`config.mk`:
```
export PLATFORM = sky130hd
export DESIGN_NAME = sd_crc_lanes
export DESIGN_NICKNAME = d
export VERILOG_FILES = /design/src/rtl/sd_crc_lanes.sv
export SDC_FILE = /design/constraint.sdc
export NUM_CORES = 1
export LEC_CHECK = 0
export ABC_CLOCK_PERIOD_IN_PS = 2440
export CAP_MARGIN = 15
export CORE_MARGIN = 2
export CORE_UTILIZATION = 46
export DETAILED_ROUTE_END_ITERATION = 7
export PLACE_DENSITY = 0.81
export RECOVER_POWER = 25
export REMOVE_ABC_BUFFERS = 1
export SLEW_MARGIN = 20
export SYNTH_ARGS = -nofsm -noshare
export SYNTH_HDL_FRONTEND = slang
export SYNTH_SLANG_ARGS = --single-unit
```
`constraint.sdc`:
```
create_clock -name clk -period 2.44 [get_ports clk]
set_clock_uncertainty 0.2 [all_clocks]
set_input_delay 0.488 -clock clk [delete_from_list [all_inputs] [get_ports clk]]
set_output_delay 0.488 -clock clk [all_outputs]
set_load 0.005 [all_outputs]
```
`src/rtl/sd_crc_lanes.sv`:
```
// sd_crc_lanes: multi-lane bit-serial CRC engine for SD CMD/DAT lines.
// Each lane shifts one payload bit per accepted cycle and checks its result.
`timescale 1ns/1ps

module sd_crc_lanes #(
    parameter int               CRC_W = 16,
    parameter logic [CRC_W-1:0] POLY  = 16'h1021,
    parameter int               LANES = 4,
    parameter int               LEN   = 4096
) (
    input  logic                   clk,
    input  logic                   reset,
    input  logic                   start,
    input  logic                   bit_valid,
    input  logic [LANES-1:0]       bit_in,
    input  logic [LANES*CRC_W-1:0] crc_expect,
    output logic [LANES*CRC_W-1:0] crc,
    output logic                   crc_ready,
    output logic [LANES-1:0]       crc_match,
    output logic                   busy,
    output logic                   overrun
);

    localparam int CNT_W = $clog2(LEN);
    localparam logic [CNT_W-1:0] CNT_LAST = CNT_W'(LEN - 1);

    typedef enum logic [1:0] {
        S_IDLE,
        S_RUN,
        S_DONE
    } state_t;

    state_t                 state_q, state_d;
    logic [CNT_W-1:0]       cnt_q, cnt_d;
    logic [LANES*CRC_W-1:0] crc_q, crc_d;
    logic [LANES*CRC_W-1:0] crc_step;
    logic                   ready_q, ready_d;
    logic                   busy_q, busy_d;
    logic                   ovr_q, ovr_d;
    logic [CRC_W-1:0]       lane_cur;
    logic                   lane_fb;

    // One LFSR step per lane; lanes are fully independent.
    always_comb begin
        crc_step = '0;
        lane_cur = '0;
        lane_fb  = 1'b0;
        for (int i = 0; i < LANES; i++) begin
            lane_cur = crc_q[i*CRC_W +: CRC_W];
            lane_fb  = bit_in[i] ^ lane_cur[CRC_W-1];
            crc_step[i*CRC_W +: CRC_W] =
                {lane_cur[CRC_W-2:0], 1'b0} ^ (lane_fb ? POLY : '0);
        end
    end

    // Frame control: start always wins, bits outside a frame flag overrun.
    always_comb begin
        state_d = state_q;
        cnt_d   = cnt_q;
        crc_d   = crc_q;
        ovr_d   = ovr_q;
        if (start) begin
            state_d = S_RUN;
            cnt_d   = '0;
            crc_d   = '0;
            ovr_d   = 1'b0;
        end else if (state_q == S_RUN) begin
            if (bit_valid) begin
                crc_d = crc_step;
                if (cnt_q == CNT_LAST) begin
                    state_d = S_DONE;
                    cnt_d   = '0;
                end else begin
                    cnt_d = cnt_q + CNT_W'(1);
                end
            end
        end else if (bit_valid) begin
            ovr_d = 1'b1;
        end
        busy_d  = (state_d == S_RUN);
        ready_d = (state_d == S_DONE);
    end

    // State and registered status flags.
    always_ff @(posedge clk or negedge reset) begin
        if (!reset) begin
            state_q <= S_IDLE;
            cnt_q   <= '0;
            crc_q   <= '0;
            ready_q <= 1'b0;
            busy_q  <= 1'b0;
            ovr_q   <= 1'b0;
        end else begin
            state_q <= state_d;
            cnt_q   <= cnt_d;
            crc_q   <= crc_d;
            ready_q <= ready_d;
            busy_q  <= busy_d;
            ovr_q   <= ovr_d;
        end
    end

    // Per-lane compare, only meaningful once the frame is complete.
    always_comb begin
        crc_match = '0;
        for (int i = 0; i < LANES; i++) begin
            crc_match[i] = ready_q &&
                (crc_q[i*CRC_W +: CRC_W] == crc_expect[i*CRC_W +: CRC_W]);
        end
    end

    assign crc       = crc_q;
    assign crc_ready = ready_q;
    assign busy      = busy_q;
    assign overrun   = ovr_q;

endmodule

```
==> results of run 1 <==
==> layer usage <==
metal	vias up	routed length, um
li1	1872	-
met1	1873	4860
met2	101	5740
met3	9	487
met4	0	132
met5	-	0
==> final cells by class <==
class / instances / area, um2 / share of cell area, %
multi-input cells: 360 / 2060 / 34.2
flip-flops and latches: 81 / 2030 / 33.6
repair buffers: 171 / 1630 / 27.0
clock buffers: 11 / 141 / 2.34
well taps: 108 / 135 / 2.24
clock inverters: 5 / 31.3 / 0.519
inverters: 1 / 3.75 / 0.0622
==> metrics by stage <==
step	area (um2)	power, mW	cells	TNS (ps)
floorplan	4080	1.56	442	-673
global placement	5870	1.84	719	-2170
detailed placement	5870	1.85	719	-2280
CTS	6030	2.71	737	0
global route	6030	2.81	737	-138
finish	6030	2.68	737	0
==> worst paths after layout <==
path,from,to,cells past startpoint
hold reg to reg,overrun$_DFFE_PN0P_,overrun$_DFFE_PN0P_,2
hold / removal,overrun$_DFFE_PN0P_,overrun$_DFFE_PN0P_,2
setup / recovery,crc_expect[1],crc_match[0],6
setup reg to reg,cnt_q[0]$_DFFE_PN0P_,cnt_q[0]$_DFFE_PN0P_,5
max in group asynchronous,reset,crc[61]$_DFFE_PN0P_,3
min in group asynchronous,reset,crc[41]$_DFFE_PN0P_,2
==> what timing repair did <==
action | CTS | global route
setup endpoints to repair | 4 | 3
pin swaps | 14 | 4
gates resized for setup | 32 | 1
hold buffers | 1 | 0
hold endpoints to repair | 44 | 0
setup buffers | 1 | 0
==> where the power goes <==
part,leakage [nW],switching (mW),internal (mW)
combinational,1.20,0.186,0.227
sequential,1.11,0.0332,1.37
clock,0.0891,0.475,0.394
total,2.40,0.694,1.99
==> sequential cells by signal, summed over array words and instances (netlist names) <==
name       flops
overrun        1
state_q        2
cnt_q         12
crc_ready      1
busy           1
crc           64
==> placed cells by master (no fill, tap or decap), types with 2 or more instances in the layout <==
cell,n
buf_12,3
buf_2,5
and3_1,2
clkdlybuf4s50_1,120
nor2_1,14
clkbuf_8,10
dfrtp_1,81
a21oi_1,69
a31oi_1,3
nand4_1,15
a211oi_1,4
dlygate4sd3_1,2
nand3_1,8
buf_4,24
xor2_1,18
nand2_1,134
and4_4,2
dlygate4sd2_1,14
clkbuf_2,2
nor4_1,6
clkinv_2,3
nor4_2,3
or3_1,3
xnor2_1,62
==> worst max-delay path: stages <==
cell and delay, ps:
clkdlybuf4s50_1 410, xor2_1 150, nor4_1 170, nand4_1 140, nor4_1 190, buf_2 160
==> logic make-up after synthesis <==
logic type | synth area share [%]
and+or+nand+nor | 21.2
DFF | 48.2
buffers and inverters | 3.15
muxes | 0.238
adders and majority gates | 0.297
AOI/OAI and AO/OA | 10.3
xor gates and xnor gates | 16.7
==> parameters.txt, run 1 <==
Parameter                              Value

Placement
  IO buf count ... 142
  Detailed placer's ending HPWL ... 8170 um
  Placer Congestion ... 0.811
  Place WS ... -675 ps

CTS
  Clk Tree Root Cell ... clkbuf_8
  Longest Clk Path Bufs ... 2
  Clock tree sinks ... 81
  Skew-Pair Late Insertion Delay ... between 300 and 400 ps
  Number of buffers created by CTS ... 9
  Clock transition at the registers of the reported paths ... approximately 80 ps
  H-tree Lvls ... 3
  CTS tree ... yes

Global route
  Global-route layer with the greatest usage ... met2
  Global-route wire length before repair ... ~19000 um
  Vias in the first global route ... 3808
  Initial antenna violation count ... 0
  Total Routing Usage GR ... a little under a quarter
  Sum of overflow across all layers after global routing ... 0
  Met3 usage ... around 4.1%
  Fraction of met2 tracks used by global routing ... between 30% and 40%
  GR Util met1 ... 30.9%
  Largest net degree at the start of global routing ... just over 80

Power
  Worst vdd ir ... between 300 and 400 uV
  PD cells ... around 440 mW/mm2
  Leak pwr ... 2.40 nW

STA
  Max-slew violations ... 0
  Normalized max-slew margin ... a little under a quarter
  Clock period minus final worst setup slack ... 2390 ps
  Crit share post-route ... a little over nine tenths
  Number of hold violations in the final report ... 0
  Maximum clock rate ... about 0.42 GHz
  Setup slack of the critical path after layout ... roughly 47 ps
  Total setup violations reported at the end of the flow ... 0
  Worst-case hold slack ... between 300 and 400 ps
  Tightest Pin Transition ... ~1100 ps
  RSZ-0062 raised after global routing ... true

Drt
  Post-route ant nets ... 0
  Via-per-instance ratio ... around 5.2
  Total Wirelength ... about 11000 um
  Count of vias placed by the detailed router ... 3855
  Count of TritonRoute iterations in the first routing pass ... 4
  DRT iter0 DRCs ... between 150 and 200
  Detailed-route wire length per cell ... roughly 15 um
  Remaining DRCs ... 0

Yosys
  Most frequent cell after synthesis ... nand2_1
  Number of flip-flops and latches in the synthesized netlist ... 81
  Number of warnings printed during yosys synthesis ... 0
  Synth top area cells ... dfrtp_1 (48%), xnor2_1 (13%), nand2_1 (12%)
  Top FF cell, synth ... dfrtp_1
  Instance count of the mapped netlist ... between 400 and 500
  Mean post-synth cell area ... ~9 um2
  Fraction of registers with async set or reset after synthesis ... 100%
  Post-synth EDFFs ... 0
  Most instantiated cells after synthesis ... nand2_1 (134), dfrtp_1 (81), a21oi_1 (69)
  Sequential fraction of the synthesis area ... 48.2%
  Number of library cell types mapped by synthesis ... 36
  Area share of the largest cell type after synthesis ... about 48%
  Cell accounting for the most synthesized area ... dfrtp_1
  Area of the mapped netlist ... 0.00421 mm2

Cells and area
  # fillers ... between 700 and 800
  Net total in the final layout ... about 700
  Area delta synth->final ... 43.4%
  Fraction of layout cells with a size suffix above 1 ... about a tenth
  Antenna diode count ... 0
  Core utilization of the finished layout ... 68.5%

Critical path
  Required time at the worst-slack endpoint ... ~1800 ps
  Maximum fanout along the worst path ... 1
  R2R setup slack ... slightly below 600 ps
  Sort of element at the end of the critical path ... output port
  Arrival time at the worst endpoint ... between 1500 and 2000 ps
  Kind of critical path ... in2out
  CP Launch Type ... input port

Outcome
  Run status ... completed

Floorplan
  Die span in x ... ~100 um
  Area of the core region ... 0.00881 mm2
  Starting Density ... 47.8%
  Number of placement rows ... 34
  Overall die area ... approximately 0.01 mm2
  Height of the die ... around 100 um
  Number of I/O pins ... between 100 and 150

Worst hold path
  Path class of the lowest-slack min-delay path ... reg2reg

Flow run
  Number of max-cap violations ... 0
Note: power is estimated with default switching activity, not from simulation.
==> run 2: changes to the inputs <==
--- a/config.mk
+++ b/config.mk
@@ -5,7 +5,6 @@
 export SDC_FILE = /design/constraint.sdc
 export NUM_CORES = 1
 export LEC_CHECK = 0
-export ABC_CLOCK_PERIOD_IN_PS = 2440
 export CAP_MARGIN = 15
 export CORE_MARGIN = 2
 export CORE_UTILIZATION = 46
==> results of run 2 <==
Same layout as run 1: the final DEF is identical, and so are final timing and power.
==> run 3: changes to the inputs <==
--- a/config.mk
+++ b/config.mk
@@ -5,11 +5,11 @@
 export SDC_FILE = /design/constraint.sdc
 export NUM_CORES = 1
 export LEC_CHECK = 0
-export CAP_MARGIN = 15
 export CORE_MARGIN = 2
-export CORE_UTILIZATION = 46
+export CORE_UTILIZATION = 60
 export DETAILED_ROUTE_END_ITERATION = 7
-export PLACE_DENSITY = 0.81
+export DONT_BUFFER_PORTS = 1
+export PLACE_DENSITY = 0.76
 export RECOVER_POWER = 25
 export REMOVE_ABC_BUFFERS = 1
 export SLEW_MARGIN = 20
==> parameters.txt, run 3 (synthesis gave the netlist of run 1 again) <==
Parameter                              Value

Global route
  Global-route wire length before repair ... 14700 um (-21%)
  Sum of overflow across all layers after global routing ... 0 (unchanged)
  Largest net degree at the start of global routing ... 82 (unchanged)
  Total Routing Usage GR ... 24.8% (+1.6 points)
  Initial antenna violation count ... 0 (unchanged)
  Vias in the first global route ... 3030 (-20%)

Critical path
  End point of the critical path ... crc_match[2]
  Arrival time at the worst endpoint ... 1640 ps (-60 ps)
  Delay of the slowest cell on the worst path ... 440 ps (+30 ps)
  Sort of element at the end of the critical path ... output port
  Library cell contributing the largest single delay on the critical path ... dfrtp_1
  Reg2Reg Capture Point ... cnt_q[0]$_DFFE_PN0P_
  Cells traversed along the worst timing path ... xor2_1, nor4_2, nand4_1, nor4_2
  CP Launch Type ... flop
  R2R setup slack ... 590 ps (about the same)
  Maximum fanout along the worst path ... 4 (+3)
  Required time at the worst-slack endpoint ... 1750 ps (about the same)
  Startpoint of the worst-slack reg-to-reg timing path ... cnt_q[0]$_DFFE_PN0P_
  Worst setup startpoint ... crc[46]$_DFFE_PN0P_
  Kind of critical path ... reg2out
  Worst Reg2Reg Path Length in Cells ... 5 (unchanged)
  Crit path top cell by count ... nor4_2

STA
  Tightest Pin Transition ... 1080 ps (-61.4 ps)
  Max-slew violations ... 0 (unchanged)
  Normalized max-slew margin ... 27.4% (+3.9 points)
  Crit share post-route ... 95.4% (-2.7 points)
  Worst-case hold slack ... -378 ps (-706 ps)
  Number of hold violations in the final report ... 81 (+81)
  Final setup TNS ... 0 ps (unchanged)
  RSZ-0062 raised after global routing ... false
  Maximum clock rate ... 0.430 GHz (+2.8%)
  Total setup violations reported at the end of the flow ... 0 (unchanged)
  Clock period minus final worst setup slack ... 2330 ps (-65.4 ps)

Placement
  IO buf count ... 0 (-100%)
  Detailed placer's ending HPWL ... 6440 um (-21%)
  Placer Congestion ... 0.832 (+2.5%)

CTS
  Clock tree sinks ... 81 (unchanged)
  Clock transition at the registers of the reported paths ... 80 ps (about the same)
  H-tree Lvls ... 3 (unchanged)
  CTS tree ... yes
  Skew-Pair Late Insertion Delay ... 350 ps (about the same)
  Hold buffer count at CTS ... 3 (+2)
  Buffer count from post-CTS setup fixing ... 0 (-1)
  Clk Tree Root Cell ... clkbuf_8
  Number of buffers created by CTS ... 9 (unchanged)
  Longest Clk Path Bufs ... 2 (unchanged)

Floorplan
  Die span in x ... 87.7 um (-12%)
  Number of I/O pins ... 143 (unchanged)
  Starting Density ... 61.9% (+14 points)
  Area of the core region ... 0.00679 mm2 (-23%)
  Overall die area ... 0.00770 mm2 (-22%)
  Height of the die ... 87.7 um (-12%)
  Number of placement rows ... 30 (-12%)

Cells and area
  Net total in the final layout ... 533 (-24%)
  Commonest non-fill, non-tap cell in the layout ... nand2_1
  Antenna diode count ... 0 (unchanged)
  # fillers ... 558 (-22%)
  Fraction of layout cells with a size suffix above 1 ... 7.76% (-1.6 points)
  Number of flip-flops in the largest register ... 64 (unchanged)
  Most frequent cells in the layout ... nand2_1 (134), dfrtp_1 (80), a21oi_1 (69)
  Area delta synth->final ... 7.20%

Worst hold path
  Path class of the lowest-slack min-delay path ... in2async

Power
  PD cells ... 549 mW/mm2 (+23%)
  Leak pwr ... 1.73 nW (-28%)
  Overall power after layout ... 2.48 mW (-7.7%)
  Cell internal power dissipation ... 1.85 mW (-7.0%)
  Worst vdd ir ... 348 uV (+11%)
  Net switching power figure ... 0.625 mW (-9.8%)
  Net Sw Frac ... 25.3% (-0.59 points)
  Sequential fraction of design power ... 56.9% (+4.7 points)
  Combinational power share ... 8.4% (-7.0 points)
  Clock power frac ... 34.7% (+2.3 points)

Drt
  Remaining DRCs ... 0 (unchanged)
  Via-per-instance ratio ... 5.85 (+12%)
  Post-route ant nets ... 0 (unchanged)
  Count of vias placed by the detailed router ... 3275 (-15%)
  Detailed-route wire length per cell ... 17.2 um (+13%)
  Total Wirelength ... 9650 um (-14%)
  DRT iter0 DRCs ... 257 (+58%)
  Count of TritonRoute iterations in the first routing pass ... 4 (unchanged)

Outcome
  Violated checks ... hold timing
  Run status ... complete, but fails checks

Flow run
  Number of max-cap violations ... 0 (unchanged)
==> run 3: changes by cell type in the layout (fill, tap and decap cells not counted), moves of 2 or more <==
cell	change
dlygate4sd2_1	-14
nor4_2	+5
clkdlybuf4s50_1	-120
buf_4	-22
nor4_1	-5
clkbuf_2	-2
buf_2	-5
==> run 3: per-stage QoR <==
stage	cell area [um2]	setup slack (ps)	std cells	utilization, %
after floorplan	4080	-219	442	-
after global routing	4510	4.05	560	66.4
after detailed placement	4260	302	542	62.6
final	4510	113	560	66.4
after CTS	4480	12.4	560	66.0
after global placement	4260	308	542	62.6
==> run 3: worst min path at each step <==
stage / from / endpoint / slack, ps
6_report: reset / crc[4]$_DFFE_PN0P_ / -380
5_1_grt: reset / crc[4]$_DFFE_PN0P_ / -390
4_1_cts: reset / crc[3]$_DFFE_PN0P_ / -390
3_5_place_dp: reset / crc[3]$_DFFE_PN0P_ / -6
3_3_place_gp: reset / crc[2]$_DFFE_PN0P_ / -6
2_1_floorplan: reset / busy$_DFF_PN0_ / -8
==> run 3: layout make-up <==
class	count	area, um2	area share (%)
flip-flops and latches	81	2030	45.0
multi-input cells	360	2090	46.4
well taps	96	120	2.66
clock buffers	10	138	3.05
clock inverters	5	32.5	0.721
inverters	1	3.75	0.0832
repair buffers	7	95.1	2.11
==> run 3: what timing repair did <==
item / CTS / global route
hold endpoints to repair: 109 / 81
resized for setup: 3 / 5
pin swaps: 0 / 6
gates cloned: 0 / 0
setup endpoints to repair: 2 / 4
==> run 3: worst max-delay path: cells and delay by family (launching register included) <==
family,cells,cell delay [ps]
xor gates and xnor gates,1,180
DFF,1,440
and+or+nand+nor,3,660
==> run 3: power by group through the flow <==
stage                     Combinational, mW  Sequential [mW]  Clock, mW
after floorplan                       0.136             1.43          0
after global placement                0.171             1.43          0
after detailed placement              0.176             1.44          0
after CTS                             0.205             1.41      0.882
after global routing                  0.231             1.41      0.932
final                                 0.208             1.41      0.858
==> run 3: per-layer routing <==
| layer | share of wire (%) | wire length, um | track usage [%] |
|---|---|---|---|
| met5 | 0 | 0 | 0 |
| met4 | 2.0 | 191 | 11.2 |
| met3 | 6.5 | 628 | 4.62 |
| met2 | 50 | 4840 | 39.0 |
| met1 | 41 | 3990 | 33.6 |
